File: src/rtl/mips_isa_pkg.sv
// mips_isa_pkg: shared ISA constants for the fetch stage and its decoder.
//   - opcode / funct encodings recognised by the control FSM
//   - instruction-register field bit positions
//   - fetch FSM state encoding
package mips_isa_pkg;

  // Opcodes (ir[31:26])
  localparam logic [5:0] OP_R        = 6'h00;
  localparam logic [5:0] OP_J        = 6'h02;
  localparam logic [5:0] OP_JAL      = 6'h03;
  localparam logic [5:0] OP_BEQ      = 6'h04;
  localparam logic [5:0] OP_BNE      = 6'h05;
  localparam logic [5:0] OP_BLE      = 6'h06;
  localparam logic [5:0] OP_BGT      = 6'h07;
  localparam logic [5:0] OP_ADDI     = 6'h08;
  localparam logic [5:0] OP_ADDIU    = 6'h09;
  localparam logic [5:0] OP_SLTI     = 6'h0A;
  localparam logic [5:0] OP_LUI      = 6'h0F;
  localparam logic [5:0] OP_LB       = 6'h20;
  localparam logic [5:0] OP_LH       = 6'h21;
  localparam logic [5:0] OP_LW       = 6'h23;
  localparam logic [5:0] OP_SB       = 6'h28;
  localparam logic [5:0] OP_SH       = 6'h29;
  localparam logic [5:0] OP_SW       = 6'h2B;
  localparam logic [5:0] OP_RESET_OP = 6'h3F;

  // R-type funct codes (ir[5:0])
  localparam logic [5:0] FN_ADD = 6'h20;
  localparam logic [5:0] FN_SUB = 6'h22;
  localparam logic [5:0] FN_AND = 6'h24;
  localparam logic [5:0] FN_JR  = 6'h08;

  // IR field bit positions (msb/lsb)
  localparam int OPCODE_MSB = 31, OPCODE_LSB = 26;
  localparam int RS_MSB     = 25, RS_LSB     = 21;
  localparam int RT_MSB     = 20, RT_LSB     = 16;
  localparam int RD_MSB     = 15, RD_LSB     = 11;
  localparam int SHAMT_MSB  = 10, SHAMT_LSB  = 6;
  localparam int FUNCT_MSB  = 5,  FUNCT_LSB  = 0;
  localparam int IMM_MSB    = 15, IMM_LSB    = 0;
  localparam int JT_MSB     = 25, JT_LSB     = 0;

  // Fetch FSM states
  typedef enum logic {
    IDLE = 1'b0,
    WAIT = 1'b1
  } fetch_state_e;

endpackage

File: src/rtl/instr_field_decoder.sv
// instr_field_decoder: purely combinational slicing of the instruction
// register into MIPS fields, sign extension of the immediate, and the
// reset-opcode / illegal-opcode flags.
// Optional feature macro: ILLEGAL_OP_DETECT_EN (when undefined illegal_op
// is tied low and no opcode/funct decode is built).
// Ports: ir, instr_valid in; opcode, rs, rt, rd, shamt, funct, imm_sext,
//        jtarget, is_reset_op, illegal_op out.
module instr_field_decoder
  import mips_isa_pkg::*;
(
  input  logic [31:0] ir,
  input  logic        instr_valid,
  output logic [5:0]  opcode,
  output logic [4:0]  rs,
  output logic [4:0]  rt,
  output logic [4:0]  rd,
  output logic [4:0]  shamt,
  output logic [5:0]  funct,
  output logic [31:0] imm_sext,
  output logic [25:0] jtarget,
  output logic        is_reset_op,
  output logic        illegal_op
);

  assign opcode   = ir[OPCODE_MSB:OPCODE_LSB];
  assign rs       = ir[RS_MSB:RS_LSB];
  assign rt       = ir[RT_MSB:RT_LSB];
  assign rd       = ir[RD_MSB:RD_LSB];
  assign shamt    = ir[SHAMT_MSB:SHAMT_LSB];
  assign funct    = ir[FUNCT_MSB:FUNCT_LSB];
  assign imm_sext = {{16{ir[IMM_MSB]}}, ir[IMM_MSB:IMM_LSB]};
  assign jtarget  = ir[JT_MSB:JT_LSB];

  assign is_reset_op = instr_valid && (opcode == OP_RESET_OP);

`ifdef ILLEGAL_OP_DETECT_EN
  logic op_known, fn_known;

  always_comb begin
    op_known = 1'b0;
    case (opcode)
      OP_R, OP_J, OP_JAL, OP_BEQ, OP_BNE, OP_BLE, OP_BGT, OP_ADDI, OP_ADDIU,
      OP_SLTI, OP_LUI, OP_LB, OP_LH, OP_LW, OP_SB, OP_SH, OP_SW,
      OP_RESET_OP: op_known = 1'b1;
      default:     op_known = 1'b0;
    endcase
  end

  always_comb begin
    fn_known = 1'b0;
    case (funct)
      FN_ADD, FN_SUB, FN_AND, FN_JR: fn_known = 1'b1;
      default:                       fn_known = 1'b0;
    endcase
  end

  // Only R-type words have their funct field checked.
  assign illegal_op = instr_valid &&
                      (!op_known || ((opcode == OP_R) && !fn_known));
`else
  assign illegal_op = 1'b0;
`endif

endmodule

File: src/rtl/instr_fetch_unit.sv
// instr_fetch_unit: multicycle fetch stage. On an aligned fetch_req in
// IDLE it holds mem_rd for MEM_LATENCY cycles at the latched address,
// captures mem_rdata into IR on the last cycle and raises instr_valid.
// Misaligned requests pulse addr_err for one cycle; flush aborts WAIT.
// Optional feature macro: ILLEGAL_OP_DETECT_EN (see instr_field_decoder).
// Ports: clk, reset (async active-low), fetch_req, flush, pc, mem_rdata in;
//        mem_addr, mem_rd, busy, instr_valid, addr_err, ir and decoded
//        fields (opcode..jtarget, is_reset_op, illegal_op) out.
module instr_fetch_unit
  import mips_isa_pkg::*;
#(
  parameter int unsigned MEM_LATENCY = 2,          // 1..15
  parameter logic [31:0] RESET_INSTR = 32'h0000_0000
) (
  input  logic        clk,
  input  logic        reset,
  input  logic        fetch_req,
  input  logic        flush,
  input  logic [31:0] pc,
  output logic [31:0] mem_addr,
  output logic        mem_rd,
  input  logic [31:0] mem_rdata,
  output logic        busy,
  output logic        instr_valid,
  output logic        addr_err,
  output logic [31:0] ir,
  output logic [5:0]  opcode,
  output logic [4:0]  rs,
  output logic [4:0]  rt,
  output logic [4:0]  rd,
  output logic [4:0]  shamt,
  output logic [5:0]  funct,
  output logic [31:0] imm_sext,
  output logic [25:0] jtarget,
  output logic        is_reset_op,
  output logic        illegal_op
);

  localparam logic [3:0] LAT_INIT = 4'(MEM_LATENCY);

  fetch_state_e state_q, state_d;
  logic [3:0]   cnt_q, cnt_d;
  logic [31:0]  addr_q, addr_d;
  logic [31:0]  ir_q, ir_d;
  logic         valid_q, valid_d;
  logic         addr_err_q, addr_err_d;

  always_ff @(posedge clk or negedge reset) begin
    if (!reset) begin
      state_q    <= IDLE;
      cnt_q      <= '0;
      addr_q     <= '0;
      ir_q       <= RESET_INSTR;
      valid_q    <= 1'b0;
      addr_err_q <= 1'b0;
    end else begin
      state_q    <= state_d;
      cnt_q      <= cnt_d;
      addr_q     <= addr_d;
      ir_q       <= ir_d;
      valid_q    <= valid_d;
      addr_err_q <= addr_err_d;
    end
  end

  always_comb begin
    state_d    = state_q;
    cnt_d      = cnt_q;
    addr_d     = addr_q;
    ir_d       = ir_q;
    valid_d    = valid_q;
    addr_err_d = 1'b0;
    case (state_q)
      IDLE: begin
        // flush is deliberately ignored here: it only aborts WAIT.
        if (fetch_req) begin
          if (pc[1:0] == 2'b00) begin
            addr_d  = pc;
            cnt_d   = LAT_INIT;
            valid_d = 1'b0;
            state_d = WAIT;
          end else begin
            addr_err_d = 1'b1;
          end
        end
      end
      WAIT: begin
        // flush wins over a capture on the same edge; valid already 0.
        if (flush) begin
          cnt_d   = '0;
          state_d = IDLE;
        end else if (cnt_q == 4'd1) begin
          ir_d    = mem_rdata;
          valid_d = 1'b1;
          cnt_d   = '0;
          state_d = IDLE;
        end else begin
          cnt_d = cnt_q - 4'd1;
        end
      end
      default: state_d = IDLE;
    endcase
  end

  assign mem_rd      = (state_q == WAIT);
  assign busy        = (state_q == WAIT);
  assign mem_addr    = addr_q;
  assign instr_valid = valid_q;
  assign addr_err    = addr_err_q;
  assign ir          = ir_q;

  instr_field_decoder u_dec (
    .ir          (ir_q),
    .instr_valid (valid_q),
    .opcode      (opcode),
    .rs          (rs),
    .rt          (rt),
    .rd          (rd),
    .shamt       (shamt),
    .funct       (funct),
    .imm_sext    (imm_sext),
    .jtarget     (jtarget),
    .is_reset_op (is_reset_op),
    .illegal_op  (illegal_op)
  );

endmodule
File: config.mk
export PLATFORM = sky130hd
export DESIGN_NAME = instr_fetch_unit
export DESIGN_NICKNAME = d
export VERILOG_FILES = /design/src/rtl/mips_isa_pkg.sv /design/src/rtl/instr_field_decoder.sv /design/src/rtl/instr_fetch_unit.sv
export SDC_FILE = /design/constraint.sdc
export NUM_CORES = 1
export LEC_CHECK = 0
export BUFFER_PORTS_ARGS = -buffer_cell sky130_fd_sc_hd__buf_2
export CAP_MARGIN = 10
export CORE_MARGIN = 1
export CORE_UTILIZATION = 43
export DETAILED_ROUTE_END_ITERATION = 10
export PLACE_DENSITY = 0.9
export SLEW_MARGIN = 25
export SYNTH_ARGS = -nofsm -noshare
export SYNTH_HDL_FRONTEND = slang
export SYNTH_SLANG_ARGS = --single-unit
File: constraint.sdc
create_clock -name clk -period 2.26 [get_ports clk]
set_clock_uncertainty 0.2 [all_clocks]
set_input_delay 0.226 -clock clk [delete_from_list [all_inputs] [get_ports clk]]
set_output_delay 0.226 -clock clk [all_outputs]
set_load 0.005 [all_outputs]
**Word level (Yosys, flattened, before mapping)**

Index checks and enable logic that the tools add are counted.

- $add $sub $neg: 1
- Eq/ne operators: 6
- Mux-type cells: 18
- Bitwise gates (word level): 2
- Reduce and logical (&&, ||, !) cells: 6

Operators by type and width:

| operator | count |
|---|---|
| $mux W4 | 4 |
| $mux W1 | 11 |
| $pmux W4 S2 | 1 |
| $eq A6 B6 Y1 const B | 1 |
| $ne A2 B2 Y1 const B | 3 |
| $reduce_and A3 Y1 | 2 |
| $eq A4 B1 Y1 const B | 1 |
| $pmux W1 S2 | 2 |
| $reduce_and A4 Y1 | 1 |
| $sub A4 B1 Y4 const B | 1 |
| $logic_not A2 Y1 | 1 |
| $ne A2 B1 Y1 const B | 1 |
| $not A1 Y1 | 2 |
| $reduce_and A2 Y1 | 1 |
| $logic_and A1 B1 Y1 | 1 |

- Bits in registers: 71
- Input bits: 68
- Logic and storage cells: 39

**Logic depth before layout (Yosys ltp)**

Gate-level depths: netlist (run 1).

- Depth in word-level cells: 4
- Depth in mapped cells: 6
- Depth with buffers taken out: 5

**By module**

Synthesis (run 1) repeated with hierarchy kept, for this count alone.

- Cells, all modules: 264
- Area, all modules: 3588.4 um^2

By module, submodules not included:

| module | times used | cells an instance | area each (um^2) | seq. area each (um^2) |
|---|---|---|---|---|
| instr_fetch_unit | 1 | 169 | 2886.5 | 1776.7 |
| instr_field_decoder | 1 | 95 | 701.9 | 0.0 |

**Worst setup path after synthesis (run 1)**

Ideal clock, no wire load.

- Kind: register to register
- Start: reg cnt_q[1]
- End: reg ir_q[0] (netlist: ir[0])
- Setup time: 0.125 ns
- Arrival time: 1.442 ns
- Required time: 1.935 ns
- Slack: 0.493 ns
- Stages on the path, launching flop included: 7
- Path buffers: 1
- Cells stage by stage: dfrtp_1 > inv_1 > ha_1 > nor3b_4 > nand3b_4 > buf_6 > mux2_4

- Longest elaborated chain between the ends: 2

Ends and longest elaborated chain:

| element | line | source |
|---|---|---|
| start, declared | instr_fetch_unit.sv:42 | `logic [3:0] cnt_q, cnt_d;` |
| start signal, assigned | instr_fetch_unit.sv:58 | `cnt_q <= cnt_d;` |
| $eq A4 B1 Y1 | instr_fetch_unit.sv:92 | `end else if (cnt_q == 4'd1) begin` |
| $reduce_and A3 Y1 (no source line) | -- |  |
| end signal, assigned | instr_fetch_unit.sv:60 | `ir_q <= ir_d;` |
| end, declared | instr_fetch_unit.sv:44 | `logic [31:0] ir_q, ir_d;` |

Every way passes these cells.
A chain may end at the register's enable or synchronous reset.

**Final worst setup path (run 1)**

- Start: reg cnt_q[1]
- End: reg ir_q[9] (netlist: ir[9])

Same word-level chain as after synthesis.

==> reports/results.txt, run 1 <==
Run status: completed
Power per Cell Area: 1020 mW/mm^2
TNS Setup: 0 ns
DRC viols: 0
Layout fillers: 606
Syn Nets: 333
Clock slew at reported path FFs: 0.07 ns
DR WL/cell: 16.0 um
Critical path's top delay family: flip-flops
Area occupied by multi-input gates: 0.00104 sq mm
Bufs and invs on worst path: 2
Via Count: 2,691
Root buf cell: clkbuf_8
Synthesis Warnings: 0
Final Hold Violating Endpoints: 0
Non-filler cells, final: 578
Register area: 0.00178 sq mm
Placement row count: 32
Initial antenna violation count: 0
Core Region: 0.00789 sq mm
CTS buffer count: 9
RSZ-0062 raised after global routing: no
DPL Wire Length: 5.82 mm
Max Cap Viol: 0
Routed wire length: 9.25 mm
CP cell instances: inv_1, ha_1, nor3b_4, nand3b_4, buf_12, mux2_4
R2r setup slk: 0.34 ns
Post-Syn Instances: 263
Critical-path maximum fanout: 33
Initial DRC Count: 44
Worst vdd rail ir drop: 0.000541 V
Clk buf depth: 2
Pleak: 0.00294 uW
Starting Density: 0.454
Final Wtd Congestion: 0.730
Number of global-route vias before repair: 2,758
Worst r2r src: cnt_q[1]$_DFFE_PN0P_
Critical Path AT: 1.95 ns
Global-route track usage on met1: 0.203
Worst setup SP type: flip-flop
DIE AREA: 0.00869 sq mm
Antenna Cells: 0
Hold path startpoint: pc[0]
Kind of critical path: reg2reg
Busiest grt layer: met2
Die span in y: 93.2 um
Cells after DPL: 496
Layout net count: 541
Synth unique cells: 28
Post-CTS setup buffers: 0
CP max stage delay: 0.40 ns
Total track usage: 0.216
H-tree depth: 3
Slowest cell on crit path: dfrtp_1
Tmin final: 1.92 ns
First-pass GRT wire length: 13.9 mm
Worst-skew pair later-pin latency: 0.34 ns
WP data required: 2.28 ns
Mapped Avg Cell Area: 13.6 sq um
Chip Width: 93.2 um
Grt met3 use: 0.0545
Ports: 228
Synthesized area: 0.00358 sq mm
Average vias per placed instance: 4.66
Achievable frequency: 0.520 GHz
Pin count of the biggest net entering global routing: 72
Kind of path behind the tightest hold check: in2reg
Worst-case reg-to-reg path depth: 6
Post-cts repair resize count: 0
Period utilization: 0.851
Buffers added on ports: 226
Area grow syn2layout: 42.0%
Initial DRT Pass Iterations: 4
M2 GR Usage: 0.427
Clock Sinks: 71
R2r endpoint: ir[9]$_DFFE_PN0P_
Post-synthesis sequential area ratio: 0.497
Pins Over Slew Limit: 0
Antenna-violating nets left: 0
WHS Endpoint: mem_addr[0]$_DFFE_PN0P_
Setup violators final: 0
Share of cells above drive strength 1: 0.653
#FFs+latches synth: 71
Kind of end point of the critical path: flip-flop
Hold path depth: 4
CTS tree: yes
Grt total ovfl: 0
worst reg2reg max path, delay by kind of cell (launching register included):
kind	cells	cell delay (ns)
mux	1	0.34
simple gates	2	0.40
buf+inv	2	0.30
flops	1	0.40
fa+ha+maj	1	0.17
timing repair:
item / 4_1_cts / 5_1_grt
endpoints found under the setup margin: 0 / 0
hold endpoints to repair: 135 / 0
hold buffers: 66 / 0
flip-flops by register name, indices dropped and copies added, names as in the netlist:
register / flops
busy: 1
addr_err: 1
cnt_q: 4
ir: 32
instr_valid: 1
mem_addr: 32
layout make-up:
cell class,count,share of cell area
Timing Repair Buffer,295,0.365
Sequential cell,71,0.350
Multi-Input combinational cell,91,0.205
Clock inverter,7,0.0286
Tap cell,102,0.0251
Clock buffer,9,0.0244
Inverter,3,0.00222
synth_stat cells:
| cell | n | area [sq um] |
|---|---|---|
| o21bai_1 | 1 | 7.51 |
| or4_1 | 1 | 7.51 |
| nor4b_1 | 1 | 8.76 |
| nor3b_4 | 1 | 18.8 |
| nor2b_1 | 2 | 12.5 |
| mux2_2 | 33 | 372 |
| conb_1 | 1 | 3.75 |
| o31ai_1 | 1 | 7.51 |
| nor2_1 | 4 | 15.0 |
| nand2b_4 | 1 | 13.8 |
| nand3b_4 | 1 | 20.0 |
| ha_1 | 2 | 25.0 |
| nand2b_1 | 1 | 6.26 |
| nand3_1 | 1 | 5.00 |
| nor3_4 | 1 | 16.3 |
| inv_1 | 3 | 11.3 |
| buf_4 | 95 | 713 |
| mux2_4 | 29 | 435 |
| dfrtp_1 | 71 | 1780 |
| nor3b_1 | 1 | 7.51 |
| o21a_1 | 1 | 7.51 |
| a21oi_1 | 2 | 10.0 |
| a211oi_1 | 1 | 7.51 |
| nand4_1 | 1 | 6.26 |
| a211o_1 | 1 | 8.76 |
| o21ai_0 | 1 | 5.00 |
| a21o_1 | 2 | 15.0 |
| buf_6 | 3 | 33.8 |
power by group:
part	switching (uW)	total [uW]	internal (uW)	leakage, uW
Combinational	680	1800	1120	0.00191
Sequential	393	2030	1630	0.000906
Clock	494	1340	848	0.000130
worst max-delay path by stage:
stage                     cells after the start                end                 start  slack, ns
after floorplan                               6  ir[0]$_DFFE_PN0P_  cnt_q[1]$_DFFE_PN0P_       0.49
after global placement                        6  ir[8]$_DFFE_PN0P_  cnt_q[1]$_DFFE_PN0P_       0.45
after detailed placement                      6  ir[7]$_DFFE_PN0P_  cnt_q[1]$_DFFE_PN0P_       0.34
after CTS                                     6  ir[2]$_DFFE_PN0P_  cnt_q[1]$_DFFE_PN0P_       0.32
after global routing                          6  ir[9]$_DFFE_PN0P_  cnt_q[1]$_DFFE_PN0P_       0.24
final                                         6  ir[9]$_DFFE_PN0P_  cnt_q[1]$_DFFE_PN0P_       0.34
metal layers:
| metal | wire [um] | vias up |
|---|---|---|
| met3 | 599 | 19 |
| li1 | - | 1207 |
| met2 | 5390 | 142 |
| met5 | 0 | - |
| met1 | 3070 | 1323 |
| met4 | 193 | 0 |
logic make-up (layout without fill, tap and decap cells):
group	after synthesis	count (layout)	synth area share
buf+inv	101	314	0.212
flops	71	71	0.497
mux	62	62	0.226
simple gates	16	16	0.0385
compound gates	10	10	0.0192
fa+ha+maj	2	2	0.00699
other cells	1	1	0.00105
through the flow:
stage,hold WS [ns],setup slack [ns],total power [uW],cell area (sq um),util
2_1_floorplan,-0.270,0.493,3410,3580,-
3_3_place_gp,0.0732,0.451,3670,4150,0.526
3_5_place_dp,0.0834,0.338,3750,4150,0.526
4_1_cts,0.165,0.324,5200,5080,0.644
5_1_grt,0.185,0.242,5480,5080,0.644
6_report,0.166,0.337,5170,5080,0.644
cells in the final DEF (no fill, tap or decap), drive strengths merged, types with 2 or more instances in the layout:
cell | Yosys | layout
clkinv | 0 | 2
ha | 2 | 2
mux2 | 62 | 62
nor3b | 2 | 2
inv | 3 | 3
a21oi | 2 | 2
nand2b | 2 | 2
dfrtp | 71 | 71
clkbuf | 0 | 9
nor2 | 4 | 4
dlygate4sd3 | 0 | 66
nor2b | 2 | 2
buf | 98 | 229
bufinv | 0 | 4
a21o | 2 | 2
(Power assumes the default switching activity.)
==> run 2: changes to the inputs <==
--- a/config.mk
+++ b/config.mk
@@ -5,6 +5,7 @@
 export SDC_FILE = /design/constraint.sdc
 export NUM_CORES = 1
 export LEC_CHECK = 0
+export ABC_AREA = 1
 export BUFFER_PORTS_ARGS = -buffer_cell sky130_fd_sc_hd__buf_2
 export CAP_MARGIN = 10
 export CORE_MARGIN = 1
==> reports/results.txt, run 2 <==
Run status: completed
Die span in y: 93.2 um (about the same)
Synth Area in Compound Gates: 0.00909 (-0.0101)
Setup violators final: 0 (unchanged)
Post-CTS setup buffers: 0 (unchanged)
Synth Area in XOR/XNOR: 0 (unchanged)
Synthesized-area fraction occupied by adder cells: 0.00699 (about the same)
CTS buffer count: 9 (unchanged)
Largest cells by area after synthesis: dfrtp_1 50%, buf_4 21%, nand2_1 17%
Cell taking the most area after synthesis: dfrtp_1
#FFs+latches synth: 71 (unchanged)
Max Cap Viol: 0 (unchanged)
Synthesis Warnings: 0 (unchanged)
Worst vdd rail ir drop: 0.000446 V (-18%)
Post-synthesis sequential area ratio: 0.497 (about the same)
Period utilization: 0.746 (-0.105)
Internal power: 3000 uW (-17%)
Placement row count: 32 (unchanged)
Layout fillers: 676 (+12%)
Chip Width: 93.2 um (about the same)
Starting Density: 0.454 (about the same)
Area share of the largest cell type after synthesis: 0.497 (about the same)
Initial DRC Count: 146 (+230%)
Clock slew at reported path FFs: 0.07 ns (about the same)
Post-Syn Instances: 407 (+55%)
Routed wire length: 9.99 mm (+8.0%)
Root buf cell: clkbuf_8
Mapped Avg Cell Area: 8.79 sq um (-35%)
Via Count: 3,306 (+23%)
Post-synth EDFFs: 0 (unchanged)
Final Power: 4550 uW (-12%)
Syn Nets: 477 (+43%)
RSZ-0062 raised after global routing: no
Power per Cell Area: 931 mW/mm^2 (-8.4%)
Core Region: 0.00789 sq mm (unchanged)
Combinational group share of total power: 0.348 (about the same)
Average vias per placed instance: 4.64 (-0.27%)
Critical-path maximum fanout: 32 (-3.0%)
Pleak: 0.00305 uW (+3.5%)
Pins Over Slew Limit: 0 (unchanged)
Pin count of the biggest net entering global routing: 72 (unchanged)
Worst setup SP type: flip-flop
Ports: 228 (unchanged)
Worst-skew pair later-pin latency: 0.32 ns (-0.02 ns)
Main combinational cell family by area after synthesis: simple AND/OR/NAND/NOR gates
# hold bufs at CTS: 65 (-1.5%)
Area grow syn2layout: 36.6%
Kind of path behind the tightest hold check: in2reg
Slew @ Worst Pin: 0.893 ns
Final Hold Violating Endpoints: 0 (unchanged)
Post-cts repair resize count: 0 (unchanged)
Slew headroom: 0.405
Number of global-route vias before repair: 3,237 (+17%)
Clock Sinks: 71 (unchanged)
Main synth FF type: dfrtp_1
WP data required: 2.32 ns (+0.04 ns)
Most common cell after layout, fill and taps aside: buf_2
DIE AREA: 0.00869 sq mm (about the same)
P_sw: 1550 uW (-0.94%)
Initial DRT Pass Iterations: 4 (unchanged)
Kind of critical path: reg2reg
Initial antenna violation count: 1 (+1)
Tmin final: 1.69 ns (-0.237 ns)
Most frequent cells after synthesis: 165 x nand2_1, 101 x buf_4, 71 x dfrtp_1
Kind of end point of the critical path: flip-flop
Achievable frequency: 0.593 GHz (+14%)
Synth unique cells: 20 (-29%)
Critical Path AT: 1.75 ns (-0.20 ns)
Final Wtd Congestion: 0.720 (-1.4%)
Seq pwr share: 0.429 (+0.037)
Sw frac: 0.341 (+0.0376)
DRC viols: 0 (unchanged)
CTS tree: yes
DPL Wire Length: 6.05 mm (+4.0%)
DR WL/cell: 14.0 um (-12%)
Grt total ovfl: 0 (unchanged)
FFs w/ async S/R, synth: 1.00 (unchanged)
Synthesized area: 0.00358 sq mm (about the same)
H-tree depth: 3 (unchanged)
Most common cell in the netlist: nand2_1
Share of cells above drive strength 1: 0.411 (-0.243)
TNS Setup: 0 ns (unchanged)
Synth Area in Simple Gates: 0.248 (+0.210)
First-pass GRT wire length: 15.3 mm (+10%)
Clk network pwr share: 0.222 (-0.038)
Mux cell area share after synthesis: 0 (-0.226)
Clk buf depth: 2 (unchanged)
Layout net count: 675 (+25%)
Most frequent cells in the layout: 225 x buf_2, 165 x nand2_1, 71 x dfrtp_1
Total track usage: 0.229 (+0.0131)
Buffers added on ports: 226 (unchanged)
Antenna-violating nets left: 0 (unchanged)
==> run 2: power groups by stage <==
| stage | clock, uW | sequential (uW) | combinational, uW |
|---|---|---|---|
| after floorplan | 0 | 1960 | 1220 |
| after global placement | 0 | 1940 | 1450 |
| after detailed placement | 0 | 1960 | 1500 |
| after CTS | 1040 | 1950 | 1590 |
| after global routing | 1100 | 2000 | 1770 |
| final | 1010 | 1950 | 1590 |
==> run 2: critical path, cell delays in order (launching register included) <==
cell and delay [ns]:
dfrtp_1 0.40, inv_1 0.08, ha_1 0.14, nand2_1 0.09
nor2_4 0.13, buf_4 0.33, nand3_1 0.14, nand2_1 0.10
==> run 2: cells by family (layout without fill, tap and decap cells) <==
group                    after synthesis  in the layout
adder cells (fa/ha/maj)                2              2
AO/OA/AOI/OAI                          6              6
AND/OR/NAND/NOR                      213            213
buffers and inverters                114            316
flip-flops                            71             71
other                                  1              2
==> run 2: routing by layer <==
layer  part of all wire  vias to the layer above  GRT usage
met5                  0                        -          0
met4              0.033                        0      0.121
met3              0.065                       32     0.0455
met2               0.54                      180      0.433
met1               0.36                     1534      0.237
li1                   -                     1560          -
==> run 2: worst paths after layout <==
path	endpoint	start	slack (ns)	cells past startpoint
max in group asynchronous	cnt_q[1]$_DFFE_PN0P_	reset	0.91	2
max reg2reg	ir[6]$_DFFE_PN0P_	cnt_q[1]$_DFFE_PN0P_	0.57	7
min	cnt_q[1]$_DFFE_PN0P_	flush	0.09	3
min reg2reg	mem_addr[17]$_DFFE_PN0P_	mem_addr[17]$_DFFE_PN0P_	0.27	2
max	ir[6]$_DFFE_PN0P_	cnt_q[1]$_DFFE_PN0P_	0.57	7
min in group asynchronous	mem_addr[25]$_DFFE_PN0P_	reset	0.36	2
==> run 2: cell type report <==
| cell class | instances | area (sq um) | area share |
|---|---|---|---|
| Inverter | 7 | 26.3 | 0.00538 |
| Clock buffer | 12 | 155 | 0.0317 |
| Clock inverter | 3 | 42.5 | 0.00870 |
| Timing Repair Buffer | 294 | 1810 | 0.370 |
| Sequential cell | 71 | 1780 | 0.364 |
| Antenna cell | 1 | 2.50 | 0.000512 |
| Multi-Input combinational cell | 222 | 950 | 0.194 |
| Tap cell | 102 | 128 | 0.0261 |
==> run 2: through the flow <==
stage,util,cell area (sq um),setup slack (ns),hold slack [ns],std cells
after floorplan,-,3580,0.814,-0.270,407
after global placement,0.512,4040,0.657,0.196,631
after global routing,0.620,4890,0.483,0.0965,712
after detailed placement,0.512,4040,0.591,0.211,631
final,0.620,4890,0.574,0.0866,712
after CTS,0.619,4880,0.585,0.0729,711
